**src/rtl/reset_seq.sv**
```systemverilog
// Reset sequencer: conditions the board reset sources, holds a set of
// active-low resets asserted for a programmable time after the last trigger,
// then releases them one at a time in index order with a fixed gap.
// Also tracks the source of the most recent reset in a small cause register.
module reset_seq #(
    parameter int HOLD_CYCLES     = 5_000_000,
    parameter int DEBOUNCE_CYCLES = 100_000,
    parameter int NUM_OUT         = 4,
    parameter int STAGE_GAP       = 1000
) (
    input  logic               clk,
    input  logic               reset,
    input  logic               fpga_but1,
    input  logic               fpga_start,
    input  logic               soft_req,
    output logic [NUM_OUT-1:0] reset_n,
    output logic               busy,
    output logic [1:0]         cause
);

    localparam int HOLD_W = (HOLD_CYCLES > 1) ? $clog2(HOLD_CYCLES) : 1;
    localparam int DEB_W  = (DEBOUNCE_CYCLES > 1) ? $clog2(DEBOUNCE_CYCLES) : 1;
    localparam int GAP_W  = (STAGE_GAP > 1) ? $clog2(STAGE_GAP) : 1;

    // Terminal counts; every counter stops here instead of wrapping.
    localparam logic [HOLD_W-1:0] HOLD_LAST = HOLD_W'(HOLD_CYCLES - 1);
    localparam logic [DEB_W-1:0]  DEB_LAST  = DEB_W'(DEBOUNCE_CYCLES - 1);
    localparam logic [GAP_W-1:0]  GAP_LAST  = GAP_W'(STAGE_GAP - 1);

    typedef enum logic [1:0] {
        ST_ASSERT  = 2'd0,
        ST_RELEASE = 2'd1,
        ST_RUN     = 2'd2
    } state_t;

    typedef enum logic [1:0] {
        CAUSE_RESET  = 2'd0,
        CAUSE_START  = 2'd1,
        CAUSE_BUTTON = 2'd2,
        CAUSE_SOFT   = 2'd3
    } cause_t;

    logic               start_meta;
    logic               start_sync;
    logic               but_meta;
    logic               but_sync;
    logic               but_stable;
    logic [DEB_W-1:0]   deb_cnt;
    logic               trig;
    cause_t             trig_cause;
    state_t             state;
    logic [HOLD_W-1:0]  hold_cnt;
    logic [GAP_W-1:0]   stage_cnt;
    logic [NUM_OUT-1:0] next_mask;

    // Two-flop synchronisers for the asynchronous board inputs; idle level is high.
    always_ff @(posedge clk) begin
        // NOTE: non-blocking assignments make each flop take its neighbour's pre-edge value, forming a real 2-stage chain.
        if (reset) begin
            start_meta <= 1'b1;
            start_sync <= 1'b1;
            but_meta   <= 1'b1;
            but_sync   <= 1'b1;
        end else begin
            start_meta <= fpga_start;
            start_sync <= start_meta;
            but_meta   <= fpga_but1;
            but_sync   <= but_meta;
        end
    end

    // Button debounce: accept a new level only after it has differed from the stable one for DEBOUNCE_CYCLES edges.
    always_ff @(posedge clk) begin
        if (reset) begin
            but_stable <= 1'b1;
            deb_cnt    <= '0;
        end else if (but_sync == but_stable) begin
            deb_cnt <= '0;
        end else if (deb_cnt == DEB_LAST) begin
            but_stable <= but_sync;
            deb_cnt    <= '0;
        end else begin
            deb_cnt <= deb_cnt + 1'b1;
        end
    end

    assign trig = reset | ~start_sync | ~but_stable | soft_req;

    // Highest-priority active trigger source, used to load the cause register.
    always_comb begin
        // NOTE: assign a default before the priority chain so every path drives trig_cause and no latch is inferred.
        trig_cause = CAUSE_SOFT;
        if (reset) begin
            trig_cause = CAUSE_RESET;
        end else if (!start_sync) begin
            trig_cause = CAUSE_START;
        end else if (!but_stable) begin
            trig_cause = CAUSE_BUTTON;
        end
    end

    // Outputs released so far plus the next one; the outputs form a thermometer code from bit 0 up.
    assign next_mask = NUM_OUT'({reset_n, 1'b1});

    // Sequencer: hold all resets while triggered, count the hold time, then release stage by stage.
    always_ff @(posedge clk) begin
        if (reset) begin
            state     <= ST_ASSERT;
            reset_n   <= '0;
            busy      <= 1'b1;
            hold_cnt  <= '0;
            stage_cnt <= '0;
            cause     <= CAUSE_RESET;
        end else if (trig) begin
            // Any trigger, in any state, pulls every output low on this edge and restarts the hold.
            state     <= ST_ASSERT;
            reset_n   <= '0;
            busy      <= 1'b1;
            hold_cnt  <= '0;
            stage_cnt <= '0;
            cause     <= trig_cause;
        end else begin
            case (state)
                ST_ASSERT: begin
                    if (hold_cnt == HOLD_LAST) begin
                        reset_n   <= next_mask;
                        stage_cnt <= '0;
                        // With a single output the first release is also the last.
                        if (&next_mask) begin
                            state <= ST_RUN;
                            busy  <= 1'b0;
                        end else begin
                            state <= ST_RELEASE;
                        end
                    end else begin
                        hold_cnt <= hold_cnt + 1'b1;
                    end
                end
                ST_RELEASE: begin
                    if (stage_cnt == GAP_LAST) begin
                        reset_n   <= next_mask;
                        stage_cnt <= '0;
                        if (&next_mask) begin
                            state <= ST_RUN;
                            busy  <= 1'b0;
                        end
                    end else begin
                        stage_cnt <= stage_cnt + 1'b1;
                    end
                end
                ST_RUN: begin
                    reset_n <= '1;
                    busy    <= 1'b0;
                end
                default: begin
                    state   <= ST_ASSERT;
                    reset_n <= '0;
                    busy    <= 1'b1;
                end
            endcase
        end
    end

endmodule

```
**config.mk**
```make
export PLATFORM = sky130hd
export DESIGN_NAME = reset_seq
export DESIGN_NICKNAME = d
export VERILOG_FILES = /design/src/rtl/reset_seq.sv
export SDC_FILE = /design/constraint.sdc
export NUM_CORES = 1
export LEC_CHECK = 0
export CELL_PAD_IN_SITES_DETAIL_PLACEMENT = 1
export CELL_PAD_IN_SITES_GLOBAL_PLACEMENT = 1
export CORE_MARGIN = 4
export CORE_UTILIZATION = 42
export DETAILED_ROUTE_END_ITERATION = 10
export PLACE_DENSITY = 0.75
export REMOVE_ABC_BUFFERS = 1
export SLEW_MARGIN = 10
export SYNTH_ARGS = -nofsm -noshare
export SYNTH_HDL_FRONTEND = slang
export SYNTH_SLANG_ARGS = --single-unit
```
**constraint.sdc**
```tcl
create_clock -name clk -period 1.7 [get_ports clk]
set_input_delay 0.34 -clock clk [delete_from_list [all_inputs] [get_ports clk]]
set_output_delay 0.34 -clock clk [all_outputs]
set_load 0.02 [all_outputs]
```
==> flow_summary_export.csv, run 1 <==
group,metric,value,unit
run_status,outcome,"complete, but fails checks",
run_status,failed_checks,"setup timing",
global_route,antenna_found_initial,0,
flow_run,maxCapViolations,0,
placed_design,dpl_worst_slack,-0.289,ns
synthesis,yosysTopAreaCellShare,0.425,
setup_path,crit_required,1.94,ns
placed_design,place_hpwl,5590,um
cts,numCtsBuffers,9,
synthesis,netlist_area,0.00302,mm2
timing,setup_violations,5,
floorplan,die_area,0.00860,mm2
timing,grt_setup_unrepaired,"yes",
synthesis,avgSynthCellArea,8.82,um2
setup_path,r2r_cells,5,
placed_design,gp_congestion,0.804,
finish,drive_gt1_frac,0.311,
setup_path,cp-start-kind,"flop",
cts,cts_hold_buffers,0,
floorplan,die_h,92.7,um
drt,antenna_left,0,
setup_path,worstReg2RegStart,"stage_cnt[7]",
cts,htreeDepth,3,
power_and_ir_drop,vdd_drop_max,0.000378,V
finish,n_antenna_cell,0,
setup_path,end_kind,"flop",
timing,slew_headroom,0.661,
setup_path,regToRegEndpoint,"reset_n[3]",
synthesis,synth-edff-count,0,
finish,nFillCells,801,
synthesis,synthCells,342,
setup_path,crit_path_end,"reset_n[3]",
finish,layout_common_cells,"buf_4 (57), dfxtp_1 (55), nor2_1 (37), nand2_1 (31), xor2_1 (18)",
finish,final_area,0.00406,mm2
power_and_ir_drop,leakagePower,1.56,nW
finish,area_growth,34.7,%
drt,vias,2811,
setup_path,cp.arrival,2.00,ns
timing,finalCritPeriodShare,1.04,
power_and_ir_drop,p_per_area,727,mW/mm2
drt,post-route-drc-count,0,
finish,layout_commonest_cell,"buf_4",
drt,routedWlPerCell,16.7,um
timing,max_freq,566,MHz
cts,cts_sinks,64,
synthesis,async_flop_share,0,
hold_path,holdPathStages,1,
synthesis,synth_sequential_area_ratio,0.425,
floorplan,die_w,92.7,um
placed_design,postPlaceCellArea,0.00363,mm2
timing,skew,0.0130,ns
global_route,track_usage,0.202,
setup_path,worst-setup-path-type,"reg2reg",
drt,drt_iter0_markers,108,
global_route,grt_pass1_wl,13800,um
setup_path,regToRegSetupSlack,-0.07,ns
synthesis,ys_types,54,
synthesis,synth.ff_latch_count,64,
floorplan,start_util,0.439,
timing,tns,-0.184,ns
drt,drt_first_pass_iters,4,
timing,report.final.hold_viol_count,0,
drt,drt-total-wl,8580,um
cts,clk_latency,0.34,ns
cts,cts_root_buffer,"clkbuf_8",
hold_path,hp-class,"reg2reg",
setup_path,path_max_fanout,5,
cts,cts.path.max_buffers,2,
floorplan,rows,30,
synthesis,yosysWarnings,0,
global_route,grt_pass1_vias,2876,
cts,cts_tree,"yes",
floorplan,ios,12,
timing,slew_violations,0,
timing,worstMarginPinSlew,0.506,ns
synthesis,synth.area.top_cells,"dfxtp_1 (42%), xor2_1 (5.2%), nor2_1 (4.6%)",
setup_path,cp-startpoint,"stage_cnt[7]",
global_route,overflow,0,
synthesis,synth.largest_area_cell,"dfxtp_1",
synthesis,synth_ff_type,"dfxtp_1",
finish,layout.nets,421,
timing,post-route-min-period,1.77,ns
floorplan,core-area,0.00687,mm2
timing,setup_ws,-0.0678,ns
cts,clkTransAtPathRegs,0.07,ns
global_route,grt_max_degree,20,
placed_design,io_buffers,11,
drt,viasPerCell,5.47,
[metal layers]
layer,track usage,share of wire,up-vias
met5,0,0,-
met4,0.0733,0.0076,0
met3,0.0406,0.021,4
met2,0.359,0.52,26
met1,0.240,0.45,1408
li1,-,-,1373
[registers in the layout, summed over array words and instances, names as in the netlist, 2 cells and up]
signal,cells
hold_cnt,23
deb_cnt,17
reset_n,4
state,2
cause,2
stage_cnt,10
[per-stage QoR]
stage	hold WS, ns	power, mW	instances	util
after floorplan	0.389	1.59	330	-
after global placement	0.391	1.64	494	0.528
after detailed placement	0.397	1.65	494	0.528
after CTS	0.417	2.98	511	0.567
after global routing	0.428	3.09	514	0.591
final	0.413	2.95	514	0.591
[critical path, cell delays in order (launching register included)]
cell and delay (ns):
dfxtp_1 0.35, nand4_1 0.21, nor4_1 0.44, a31o_4 0.20, mux2_4 0.31, o21a_1 0.16
[cell families (layout without fill, tap and decap cells)]
family          after synthesis  in the layout  share of synthesized area
xor+xnor                     26             26                     0.0755
fa+ha+maj                     3              3                     0.0124
compound gates               60             60                      0.134
simple gates                167            167                      0.306
flops                        64             64                      0.425
mux                           5              5                     0.0183
buf+inv                      17             93                     0.0295
[layout make-up]
| class | count | area (um2) | area share |
|---|---|---|---|
| inverters | 5 | 18.8 | 0.00462 |
| multi-input cells | 261 | 1820 | 0.448 |
| flip-flops and latches | 64 | 1290 | 0.319 |
| clock buffers | 12 | 145 | 0.0357 |
| repair buffers | 72 | 608 | 0.150 |
| well taps | 96 | 120 | 0.0296 |
| clock inverters | 4 | 53.8 | 0.0132 |
[worst min path at each step]
stage          slack, ns         end  startpoint
2_1_floorplan       0.39    but_sync    but_meta
3_3_place_gp        0.39  start_sync  start_meta
3_5_place_dp        0.40  start_sync  start_meta
4_1_cts             0.42  start_sync  start_meta
5_1_grt             0.43  start_sync  start_meta
6_report            0.41  start_sync  start_meta
[power breakdown]
group / internal [mW] / switching, mW
clock: 0.722 / 0.618
combinational: 0.0465 / 0.0545
sequential: 1.51 / 0.00691
[cell usage after synthesis (4+ instances only)]
cell type and n:
nor3_1 7, nand2_1 31, o21ai_0 10, or2_2 6
inv_1 5, and4_1 5, dfxtp_1 64, xor2_1 18
nand3_1 19, o21a_1 4, nor2_1 37, a21oi_1 21
nand4_1 13, and2_1 7, mux2_2 4, and3_1 14
clkbuf_1 6, or3_1 6, xnor2_1 8
[what timing repair did]
| action | in CTS | in global routing |
|---|---|---|
| pin swaps | 5 | 6 |
| buffers inserted | 1 | 4 |
| endpoints found under the setup margin | 26 | 45 |
| resized for setup | 17 | 41 |
Note: power is estimated with default switching activity, not from simulation.
==> inputs of run 2 (changes only) <==
GPL_ROUTABILITY_DRIVEN = 1   (was default)
REMOVE_ABC_BUFFERS = default   (was 1)
==> flow_summary_export.csv, run 2 (synthesis gave the netlist of run 1 again) <==
group,metric,value,unit
drt,antenna_left,0,
power_and_ir_drop,p_int,2.58,mW
timing,post-route-min-period,1.74,ns
setup_path,crit_buf_inv,1,
setup_path,worstReg2RegStart,"hold_cnt[10]",
cts,cts.path.max_buffers,2,
cts,cts_tree,"yes",
finish,final_util,0.606,
finish,largest_register,"hold_cnt",
timing,setup_violations,4,
setup_path,cp.arrival,1.98,ns
setup_path,crit_slowest_cell,"dfxtp_2",
hold_path,hp-class,"reg2reg",
setup_path,critical_path.top_delay_family,"simple AND/OR/NAND/NOR gates",
global_route,track_usage,0.218,
finish,reg_top3,"hold_cnt: 23 flops, deb_cnt: 17 flops, stage_cnt: 10 flops",
setup_path,path_max_fanout,4,
finish,layout_commonest_cell,"buf_4",
setup_path,worst-setup-path-type,"reg2reg",
floorplan,start_util,0.439,
setup_path,path_cells,"nor4b_2 > buf_4 > and3_4 > a31o_4 > mux2_4 > o21a_1",
global_route,overflow,0,
power_and_ir_drop,leakagePower,1.63,nW
finish,nFillCells,785,
global_route,grt_pass1_vias,3076,
timing,skew,0.0127,ns
setup_path,end_kind,"flop",
global_route,antenna_found_initial,0,
cts,cts_root_buffer,"clkbuf_8",
cts,numCtsBuffers,9,
floorplan,die_h,92.7,um
timing,max_freq,575,MHz
global_route,grt_max_degree,22,
drt,drt_first_pass_iters,4,
timing,finalCritPeriodShare,1.02,
hold_path,min_from,"start_meta",
drt,vias,2845,
power_and_ir_drop,seqPwrFrac,0.460,
setup_path,slowest_delay,0.33,ns
drt,routedWlPerCell,17.2,um
cts,cts_sinks,64,
drt,post-route-drc-count,0,
run_status,outcome,"complete, but fails checks",
power_and_ir_drop,vdd_drop_max,0.000483,V
finish,n_antenna_cell,0,
power_and_ir_drop,p_per_area,791,mW/mm2
placed_design,gp_congestion,0.820,
finish,layout.nets,429,
drt,viasPerCell,5.45,
finish,drive_gt1_frac,0.329,
timing,worstMarginPinSlew,0.326,ns
power_and_ir_drop,comb_power_share,0.032,
floorplan,die_w,92.7,um
cts,clkTransAtPathRegs,0.08,ns
timing,slew_violations,0,
floorplan,ios,12,
timing,slew_headroom,0.781,
cts,htreeDepth,3,
setup_path,crit_required,1.94,ns
setup_path,cp-startpoint,"hold_cnt[10]",
finish,area_growth,38.1,%
finish,multi_input_area,0.00184,mm2
finish,layout_common_cells,"buf_4 (65), dfxtp_1 (55), nor2_1 (37), nand2_1 (31)",
timing,report.final.hold_viol_count,0,
power_and_ir_drop,pwr-share-clk,0.508,
placed_design,place_hpwl,5910,um
drt,drt-total-wl,8960,um
timing,worst_hold_slack,0.414,ns
cts,clk_latency,0.36,ns
run_status,failed_checks,"setup timing",
timing,grt_setup_unrepaired,"yes",
finish,seqCellArea,0.00129,mm2
power_and_ir_drop,p_sw_frac,0.217,
floorplan,rows,30,
setup_path,cp-start-kind,"flop",
global_route,grt_pass1_wl,14800,um
placed_design,io_buffers,11,
floorplan,core-area,0.00687,mm2
power_and_ir_drop,p_sw,714,uW
timing,setup_ws,-0.0404,ns
flow_run,maxCapViolations,0,
finish,largest_register_ffs,23,
floorplan,die_area,0.00860,mm2
synthesis,synth_fp_nets,350,
drt,drt_iter0_markers,153,
==> run 2: cell types whose count changed in the layout (fill, tap and decap cells not counted), sizes merged <==
cell / delta
buf: +8
dlymetal6s2s: -4
bufinv: +2
clkbuf: -2
clkdlybuf4s50: +2
dlygate4sd2: +2
clkinvlp: -1
inv: +1
==> run 2: what timing repair did <==
item | 4_1_cts | 5_1_grt
setup endpoints to repair | 21 | 38
buffers inserted | 0 | 5
pin swaps | 6 | 8
hold buffers | 0 | 0
resized for setup | 23 | 34
==> run 2: final timing paths <==
| path | to | slack, ns | cells after the start |
|---|---|---|---|
| min reg2reg | start_sync | 0.41 | 1 |
| max reg2reg | reset_n[1] | -0.04 | 6 |
| max | reset_n[1] | -0.04 | 6 |
| min | start_sync | 0.41 | 1 |
==> run 2: power by group through the flow <==
| stage | clock (mW) | combinational, mW | sequential (mW) |
|---|---|---|---|
| 2_1_floorplan | 0 | 0.0442 | 1.55 |
| 3_3_place_gp | 0 | 0.0907 | 1.55 |
| 3_5_place_dp | 0 | 0.0944 | 1.55 |
| 4_1_cts | 1.70 | 0.0962 | 1.51 |
| 5_1_grt | 1.79 | 0.114 | 1.52 |
| 6_report | 1.67 | 0.106 | 1.52 |
==> run 2: layer usage <==
metal,vias up,GRT usage,wire length (um)
li1,1401,-,-
met1,1393,0.240,3780
met5,-,0,0
met3,16,0.0528,218
met2,35,0.402,4810
met4,0,0.0794,159
==> run 2: worst reg2reg max path, stage by stage, from the launching register on <==
cell and delay [ns]:
dfxtp_2 0.33, nor4b_2 0.26, buf_4 0.17, and3_4 0.20, a31o_4 0.20, mux2_4 0.30
o21a_1 0.18
==> run 2: final cells by class <==
cell class,instances,area share
inverter,5,0.00451
clock buffer,10,0.0330
clock inverter,6,0.0276
multi-input combinational,261,0.442
tap,96,0.0288
timing repair buffer,80,0.153
sequential,64,0.310
==> run 2: per-stage QoR <==
| step | total power [mW] | worst slack [ns] | TNS (ns) | area, um2 | std cells |
|---|---|---|---|---|---|
| 3_3_place_gp | 1.64 | -0.263 | -2.99 | 3660 | 501 |
| 2_1_floorplan | 1.60 | 0.000118 | 0 | 3020 | 342 |
| 3_5_place_dp | 1.64 | -0.401 | -4.68 | 3660 | 501 |
| 5_1_grt | 3.42 | -0.0977 | -0.958 | 4170 | 522 |
| 6_report | 3.29 | -0.0404 | -0.0798 | 4170 | 522 |
| 4_1_cts | 3.32 | -0.0526 | -0.0831 | 4000 | 517 |
==> inputs of run 3 (changes only) <==
CTS_CLUSTER_DIAMETER = 30   (was default)
==> results of run 3 <==
Final layout, timing and power as in run 2 (identical DEF).
